## config.mk

```make
export PLATFORM = sky130hd
export DESIGN_NAME = stopwatch_core
export DESIGN_NICKNAME = d
export VERILOG_FILES = /design/src/rtl/stopwatch_core.sv
export SDC_FILE = /design/constraint.sdc
export NUM_CORES = 1
export LEC_CHECK = 0
export BUFFER_PORTS_ARGS = -buffer_cell sky130_fd_sc_hd__buf_2
export CAP_MARGIN = 30
export CORE_UTILIZATION = 49
export DETAILED_ROUTE_END_ITERATION = 16
export PLACE_DENSITY_LB_ADDON = 0.1
export SLEW_MARGIN = 30
export SYNTH_ARGS = -nofsm -noshare
export SYNTH_HDL_FRONTEND = slang
export SYNTH_SLANG_ARGS = --single-unit
export TNS_END_PERCENT = 100
```

## constraint.sdc

```tcl
create_clock -name clk -period 3 [get_ports clk]
set_input_delay 0.3 -clock clk [delete_from_list [all_inputs] [get_ports clk]]
set_output_delay 0.3 -clock clk [all_outputs]
set_load 0.1 [all_outputs]
```

## src/rtl/stopwatch_core.sv

```systemverilog
// stopwatch_core: MM:SS BCD stopwatch datapath on the board clock.
// Counts up or down once per second, supports pause, lap freeze of the
// display, and per-field manual adjust with a blinking selected field.
module stopwatch_core #(
   parameter int CLK_HZ  = 100000000,
   parameter int ADJ_HZ  = 2,
   parameter int MAX_MIN = 59
) (
   input  logic       clk,
   input  logic       rst,
   input  logic       pause_btn,
   input  logic       lap_btn,
   input  logic       sel,
   input  logic       adj,
   input  logic       cnt_dn,
   output logic [3:0] min_tens,
   output logic [3:0] min_ones,
   output logic [3:0] sec_tens,
   output logic [3:0] sec_ones,
   output logic [3:0] blank,
   output logic       paused,
   output logic       done,
   output logic       sec_tick
);

   localparam int ADJ_DIV = CLK_HZ / ADJ_HZ;
   localparam int SEC_W   = $clog2(CLK_HZ);
   localparam int ADJ_W   = $clog2(ADJ_DIV);
   localparam logic [SEC_W-1:0] SEC_LAST = SEC_W'(CLK_HZ - 1);
   localparam logic [ADJ_W-1:0] ADJ_LAST = ADJ_W'(ADJ_DIV - 1);
   localparam logic [3:0] MAX_T = 4'(MAX_MIN / 10);
   localparam logic [3:0] MAX_O = 4'(MAX_MIN % 10);

   logic [SEC_W-1:0] sec_div;
   logic [ADJ_W-1:0] adj_div;
   logic             adj_tick;
   logic             pause_q, lap_q, pause_rise, lap_rise;
   logic             hold, hold_n, phase, phase_n;
   logic [3:0]       field_mask;

   // live time, separate from the (possibly frozen) displayed digits
   logic [3:0] t_mt, t_mo, t_st, t_so;

   logic [3:0] si_t, si_o, mi_t, mi_o;
   logic [3:0] up_mt, up_mo, up_st, up_so;
   logic [3:0] dn_mt, dn_mo, dn_st, dn_so;
   logic       sec_wrap, min_top, at_zero, dn_hits_zero;

   assign sec_tick   = (sec_div == SEC_LAST);
   assign adj_tick   = (adj_div == ADJ_LAST);
   assign pause_rise = pause_btn & ~pause_q;
   assign lap_rise   = lap_btn & ~lap_q & ~adj;
   // adjust clears lap hold; otherwise each lap press toggles it
   assign hold_n     = adj ? 1'b0 : (hold ^ lap_rise);
   // blink phase only advances while adjusting, and is parked at 0 outside
   assign phase_n    = adj ? (phase ^ adj_tick) : 1'b0;
   assign field_mask = sel ? 4'b0011 : 4'b1100;

   // BCD next-value candidates for up-count, down-count and field adjust
   always_comb begin
      sec_wrap     = (t_st == 4'd5) && (t_so == 4'd9);
      min_top      = (t_mt == MAX_T) && (t_mo == MAX_O);
      at_zero      = (t_mt == 4'd0) && (t_mo == 4'd0) && (t_st == 4'd0) && (t_so == 4'd0);
      dn_hits_zero = (t_mt == 4'd0) && (t_mo == 4'd0) && (t_st == 4'd0) && (t_so == 4'd1);

      // seconds +1 with no carry out: 59 -> 00
      si_o = (t_so == 4'd9) ? 4'd0 : t_so + 4'd1;
      si_t = (t_so != 4'd9) ? t_st : ((t_st == 4'd5) ? 4'd0 : t_st + 4'd1);

      // minutes +1 with no carry out: MAX_MIN -> 00
      if (min_top) begin
         mi_t = 4'd0;
         mi_o = 4'd0;
      end else if (t_mo == 4'd9) begin
         mi_t = t_mt + 4'd1;
         mi_o = 4'd0;
      end else begin
         mi_t = t_mt;
         mi_o = t_mo + 4'd1;
      end

      // up-count: minutes only step when seconds roll over
      up_so = si_o;
      up_st = si_t;
      up_mt = sec_wrap ? mi_t : t_mt;
      up_mo = sec_wrap ? mi_o : t_mo;

      // down-count: 00 seconds borrows a minute and becomes 59
      dn_so = (t_so == 4'd0) ? 4'd9 : t_so - 4'd1;
      dn_st = (t_so != 4'd0) ? t_st : ((t_st == 4'd0) ? 4'd5 : t_st - 4'd1);
      dn_mt = t_mt;
      dn_mo = t_mo;
      if ((t_st == 4'd0) && (t_so == 4'd0)) begin
         if (t_mo == 4'd0) begin
            dn_mo = 4'd9;
            dn_mt = t_mt - 4'd1;
         end else begin
            dn_mo = t_mo - 4'd1;
         end
      end
   end

   // dividers, button edges, mode state, live time and registered display
   always_ff @(posedge clk or posedge rst) begin
      if (rst) begin
         sec_div  <= '0;
         adj_div  <= '0;
         pause_q  <= 1'b0;
         lap_q    <= 1'b0;
         paused   <= 1'b0;
         hold     <= 1'b0;
         phase    <= 1'b0;
         blank    <= 4'b0000;
         done     <= 1'b0;
         t_mt     <= 4'd0;
         t_mo     <= 4'd0;
         t_st     <= 4'd0;
         t_so     <= 4'd0;
         min_tens <= 4'd0;
         min_ones <= 4'd0;
         sec_tens <= 4'd0;
         sec_ones <= 4'd0;
      end else begin
         sec_div <= sec_tick ? '0 : sec_div + SEC_W'(1);
         adj_div <= adj_tick ? '0 : adj_div + ADJ_W'(1);
         pause_q <= pause_btn;
         lap_q   <= lap_btn;
         if (pause_rise) paused <= ~paused;
         hold  <= hold_n;
         phase <= phase_n;
         blank <= phase_n ? field_mask : 4'b0000;

         // display follows live time except while a lap hold persists
         if (!(hold && hold_n))
            {min_tens, min_ones, sec_tens, sec_ones} <= {t_mt, t_mo, t_st, t_so};

         if (!cnt_dn) done <= 1'b0;

         if (adj) begin
            if (adj_tick) begin
               done <= 1'b0;
               if (sel) {t_st, t_so} <= {si_t, si_o};
               else     {t_mt, t_mo} <= {mi_t, mi_o};
            end
         end else if (sec_tick && !paused) begin
            // paused here is the pre-toggle value, so a same-cycle press still counts
            if (!cnt_dn) begin
               {t_mt, t_mo, t_st, t_so} <= {up_mt, up_mo, up_st, up_so};
            end else if (at_zero) begin
               done <= 1'b1;
            end else begin
               {t_mt, t_mo, t_st, t_so} <= {dn_mt, dn_mo, dn_st, dn_so};
               done <= dn_hits_zero;
            end
         end
      end
   end

endmodule

```

Yosys cells after proc, flatten, opt, wreduce, memory -nomap -nowiden:

Index checks and enable logic that the tools add are counted.

* equality and inequality tests: 15
* bitwise gates (word level): 9
* add/sub/neg operators: 10
* multiplexer cells: 52
* reduce and logical (&&, ||, !) cells: 21

Operator list (number)
* 4-bit two-way mux: 42
* 27-bit by 1-bit adder with 27-bit output, second input constant: 1
* 27-bit == test, second input constant: 1
* 27-bit two-way mux: 1
* 26-bit by 1-bit adder with 26-bit output, second input constant: 1
* 26-bit == test, second input constant: 1
* 26-bit two-way mux: 1
* 4-bit by 1-bit adder with 4-bit output, second input constant: 4
* 4-bit logical NOT: 4
* 4-bit by 1-bit subtractor with 4-bit output, second input constant: 4
* 1-bit logical AND: 9
* 4-bit by 3-bit == test with 1-bit output, second input constant: 2
* 4-bit == test, second input constant: 2
* 1-bit two-way mux: 8
* 7-bit AND reduction: 1
* 3-bit by 2-bit inequality test with 1-bit output, second input constant: 2
* 3-bit inequality test, second input constant: 2
* 6-bit AND reduction: 1
* 5-bit AND reduction: 1
* 4-bit by 1-bit == test with 1-bit output, second input constant: 1
* 2-bit inequality test, second input constant: 2
* 4-bit inequality test, second input constant: 1
* 1-bit NOT: 4
* 4-bit AND reduction: 1
* 7 further kinds: 10

* input port bits: 7
* output and inout bits: 23
* logic and storage cells: 124
* register bits after elaboration: 95

Logic depth before layout (Yosys ltp):

* word-level depth: 8
* mapped depth: 9
* gate-level depth less buffers: 8

Least setup slack after synthesis:

OpenSTA, ideal clock, no wires.

* kind: reg-to-output
* start point: reg sec_div[9]
* end point: out sec_tick
* slack: -269 ps
* arrival: 2969 ps
* required time: 2700 ps
* stages on the path, launching flop included: 4
* path buffers: 0
* path through: dfrtp_1 -> nor4b_2 -> nand3_1 -> nor3_1

* longest elaborated chain between the ends: 1

RTL lines
* from (decl): line 34 `logic [SEC_W-1:0] sec_div;`
* from (signal assigned): line 124 `sec_div <= sec_tick ? '0 : sec_div + SEC_W'(1);`
* 27-bit == test: line 49 `assign sec_tick = (sec_div == SEC_LAST);`
* to (decl): line 23 `output logic sec_tick`

No other way between the ends.

Worst setup path in the final report:

* start point: reg t_mo[1]
* end point: reg t_mo[2]

* longest elaborated chain between the ends: 7
* elaborated cells between the ends (all ways): 21
* classes of those cells: add/sub: 2; eq/ne: 2; mux: 11; reduce/logical: 6

RTL lines
* from (decl): line 42 `logic [3:0] t_mt, t_mo, t_st, t_so;`
* from (signal assigned): line 143 `else {t_mt, t_mo} <= {mi_t, mi_o};`
* from (signal assigned): line 148 `{t_mt, t_mo, t_st, t_so} <= {up_mt, up_mo, up_st, up_so};`
* from (signal assigned): line 152 `{t_mt, t_mo, t_st, t_so} <= {dn_mt, dn_mo, dn_st, dn_so};`
* 4-bit by 1-bit adder with 4-bit output (tied with other cells): line 79 `mi_o = t_mo + 4'd1;`
* 4-bit two-way mux (tied with other cells): line 74 `end else if (t_mo == 4'd9) begin`
* 4-bit two-way mux (on tied branches): line 71, 93
* 4-bit two-way mux (on tied branches): line 86, 149
* 4-bit two-way mux: line 147 `if (!cnt_dn) begin`
* 4-bit two-way mux: line 145 `end else if (sec_tick && !paused) begin`
* 4-bit two-way mux: line 139 `if (adj) begin`

Several ways; a longest one is shown, not always the timed one. The select of a mux whose other input is x is not followed.
A chain may end at the register's enable or synchronous reset.

==> flow_summary.rst <==
.. list-table::
   :header-rows: 1

   * - Metric
     - Value
   * - Min Clock Period, post-route
     - approximately 2.5 ns
   * - Number of post-CTS setup repair buffers
     - 0
   * - Number of instances in the synthesized netlist
     - around 480
   * - Layout Nets
     - ~530
   * - Average vias per placed instance
     - about 5.5
   * - Detailed router's first-iteration violation count
     - about 120
   * - Final clock period utilization by the worst path
     - between 80% and 90%
   * - Cell Int Power
     - around 1.7 mW
   * - Fraction of final layout cells with drive strength greater than 1
     - between 10% and 20%
   * - YS warnings
     - 0
   * - Max Transition Viols Final
     - 0
   * - Crit-path slowest cell
     - sky130_fd_sc_hd__or3b_2
   * - Highest-count cells in the layout ignoring fill and taps
     - 93 x sky130_fd_sc_hd__dfrtp_1, 55 x sky130_fd_sc_hd__nor2_1, 42 x sky130_fd_sc_hd__nand2_1, 29 x sky130_fd_sc_hd__buf_2, 25 x sky130_fd_sc_hd__xor2_1
   * - Status
     - finished, final reports clean
   * - Most common cell after layout, fill and taps aside
     - sky130_fd_sc_hd__dfrtp_1
   * - Number of hold-repair buffers added at the cts stage
     - 0
   * - Setup crit start kind
     - flip-flop
   * - Max Fclk
     - 401 MHz
   * - Critical path class
     - flip-flop to flip-flop
   * - Final setup viols
     - 0
   * - Drt drc
     - 0
   * - Actual slew at the worst max-slew pin
     - between 0.7 and 0.8 ns
   * - Detailed placement HPWL
     - 6.70 mm
   * - Level count of the clock H-tree
     - 3
   * - Type of destination of the critical path
     - flip-flop
   * - Routed WL per cell
     - about 15 µm
   * - Data required time of the worst path
     - 3.25 ns
   * - Dominant delay contributor by cell family on the critical path
     - compound AO/OA/AOI/OAI gates
   * - Number of synthesized flops with an enable pin
     - 0
   * - ANT nets after route
     - 0
   * - Reported max-cap violation count
     - 0
   * - Clock Pin Slew Worst Setup and Hold Paths
     - roughly 0.09 ns
   * - Total congestion overflow after global routing
     - 0
   * - Clock network power share
     - 35.9%
   * - Pin count of the biggest net entering global routing
     - between 40 and 50
   * - Number of buffers inserted during clock tree synthesis
     - 9
   * - Via count of the first global-routing pass
     - roughly 3400
   * - All-Layer GR Usage
     - roughly a fifth
   * - Sum of routed wire length over all layers
     - between 9 and 10 mm
   * - Vert. Die Dim
     - just over 100 µm
   * - Weighted congestion reported at the end of routability-driven placement
     - approximately 0.8
   * - Total core area
     - 0.00942 mm²
   * - Worst min path class
     - primary input to asynchronous set/reset pin
   * - Sequential share of power
     - between 50% and 60%
   * - Power Dens Cells
     - about 440 mW/mm²
   * - CTS Buffer Depth
     - 2
   * - Final number of hold-violating endpoints
     - 0
   * - Number of unique standard cell types used by synthesis
     - 66
   * - Number of I/O port buffers
     - 29
   * - Portion of the post-synthesis area used by sequential elements
     - just under 50%
   * - Final worst clock skew
     - between 0.009 and 0.01 ns
   * - Flip-flop cell with the highest count after synthesis
     - sky130_fd_sc_hd__dfrtp_1
   * - Placed insts
     - 627
   * - Mapped Area
     - 0.00483 mm²
   * - Initial standard-cell utilization of the core
     - 51.3%
   * - Data arrival time at the worst-slack endpoint
     - roughly 2.7 ns
   * - Detailed-routing iteration count for the pre-antenna-repair pass
     - 4
   * - Logic pwr share
     - 8.8%
   * - Top-level I/O count
     - 30
   * - Unrepaired setup endpoints after global routing
     - false
   * - Post-Synthesis Mean Instance Area
     - ~10 µm²
   * - Worst path max stage delay
     - roughly 0.53 ns
   * - List of cells traversed by the critical path
     - inv_1, ha_1, or3b_2, o21ai_0, nor3_1, o22ai_2, a21oi_1, o22a_1
   * - Area growth syn-to-layout
     - 9.71%
   * - FILL cells
     - 870
   * - Reported leakage power
     - between 2 and 2.5 nW
   * - Synthesis-stage register bit count
     - 93
   * - Highest fanout seen on the critical path
     - 16
   * - Global-route wire length before repair
     - between 15 and 20 mm
   * - Number of clock sinks seen by CTS
     - 93
   * - Number of rows in the core area
     - 35
   * - DIE WIDTH
     - 101 µm
   * - Count of antenna diodes in the layout
     - 0
   * - Share of total power consumed by net switching
     - between 20% and 30%
   * - Maximum vdd drop
     - 245 µV
   * - Die Area
     - between 0.01 and 0.015 mm²
   * - Clock Root Buffer
     - sky130_fd_sc_hd__clkbuf_8
   * - Initial antenna violation count
     - 0
   * - CTS resizes
     - 0
   * - CTS tree
     - built
   * - Final sum of negative setup slack
     - 0 ns
   * - Finished Layout Cells
     - around 640
   * - Switching Power
     - just over 0.6 mW
   * - CP Buf/Inv Count
     - 1
   * - Clock latency at the later pin of the worst-skew pair
     - approximately 0.36 ns
   * - Relative slew margins
     - 48.8%
   * - Post-synthesis net count
     - 501
   * - Detailed-route via count
     - roughly 3500
   * - Proportion of register bits with asynchronous set or reset after synthesis
     - 100%
==> power by group through the flow <==
stage,Clock (mW),Sequential [mW],Combinational (mW)
6_report,0.838,1.29,0.205
5_1_grt,0.917,1.29,0.222
4_1_cts,0.867,1.29,0.209
3_5_place_dp,0,1.32,0.208
3_3_place_gp,0,1.32,0.206
2_1_floorplan,0,1.39,0.0819
==> path summary, 6_finish.rpt <==
check	from	end	slack [ns]	cells after the start
max	t_mo[1]	t_mo[2]	0.51	8
min	rst	paused	0.02	2
max reg2reg	t_mo[1]	t_mo[2]	0.51	8
min reg2reg	adj_div[6]	adj_div[6]	0.48	1
max in group asynchronous	rst	hold	2.25	3
min in group clk	lap_btn	lap_q	0.06	1
==> cell type report <==
cell class	instances	area, µm²	area share, %
repair buffers	37	205	3.87
clock inverters	6	62.6	1.18
well taps	129	161	3.05
flip-flops and latches	93	2330	43.9
multi-input cells	357	2360	44.6
inverters	11	42.5	0.803
clock buffers	10	138	2.60
==> through the flow <==
step / power [mW] / util [%] / setup slack, ns / area [µm²] / hold WS, ns
after detailed placement: 1.53 / 54.2 / 0.533 / 5100 / 0.429
final: 2.33 / 56.3 / 0.507 / 5300 / 0.0160
after global placement: 1.52 / 54.2 / 0.595 / 5100 / 0.419
after CTS: 2.37 / 56.3 / 0.517 / 5300 / 0.0498
after floorplan: 1.48 / - / 0.280 / 4830 / 0.331
after global routing: 2.43 / 56.3 / 0.306 / 5300 / 0.0506
==> sequential cells by signal (all words and copies together), names as in the netlist <==
register,cells
hold,1
done,1
sec_div,27
min_tens,4
min_ones,4
lap_q,1
t_st,4
phase,1
pause_q,1
t_mo,4
adj_div,26
t_mt,4
sec_tens,4
t_so,4
sec_ones,4
blank,2
paused,1
==> synth_stat cells (all sizes together), types with 4 or more instances <==
master	instances	area share (%)
a21oi	16	1.7
a31oi	6	1.1
and3	14	1.8
and4	6	1.1
buf	11	1.2
clkbuf	12	0.93
dfrtp	93	48
ha	10	2.6
inv	11	0.85
mux2	11	2.6
nand2	42	3.3
nand2b	4	0.52
nand3	18	1.9
nand4	14	2.4
nor2	56	4.4
nor2b	8	1.0
nor3	13	1.5
nor4	7	1.2
o21ai	27	2.8
o31ai	9	1.4
xnor2	24	4.4
xor2	25	4.5
==> kinds of logic (layout without fill, tap and decap cells) <==
logic type	count (synthesis)	count (layout)	synth area share, %
xor gates and xnor gates	49	49	8.89
buffers and inverters	34	64	3.00
muxes	12	12	2.77
and+or+nand+nor	204	204	23.4
DFF	93	93	48.2
AOI/OAI and AO/OA	82	82	11.1
adders and majority gates	10	10	2.59
==> routing by layer <==
layer | share of wire, % | vias to the layer above | routed length, µm | global-route usage (%)
li1 | - | 1756 | - | -
met1 | 49 | 1726 | 4560 | 28.5
met2 | 47 | 47 | 4440 | 32.5
met3 | 3.0 | 6 | 285 | 2.90
met4 | 0.91 | 0 | 85 | 6.80
met5 | 0 | - | 0 | 0
(Power assumes the default switching activity.)
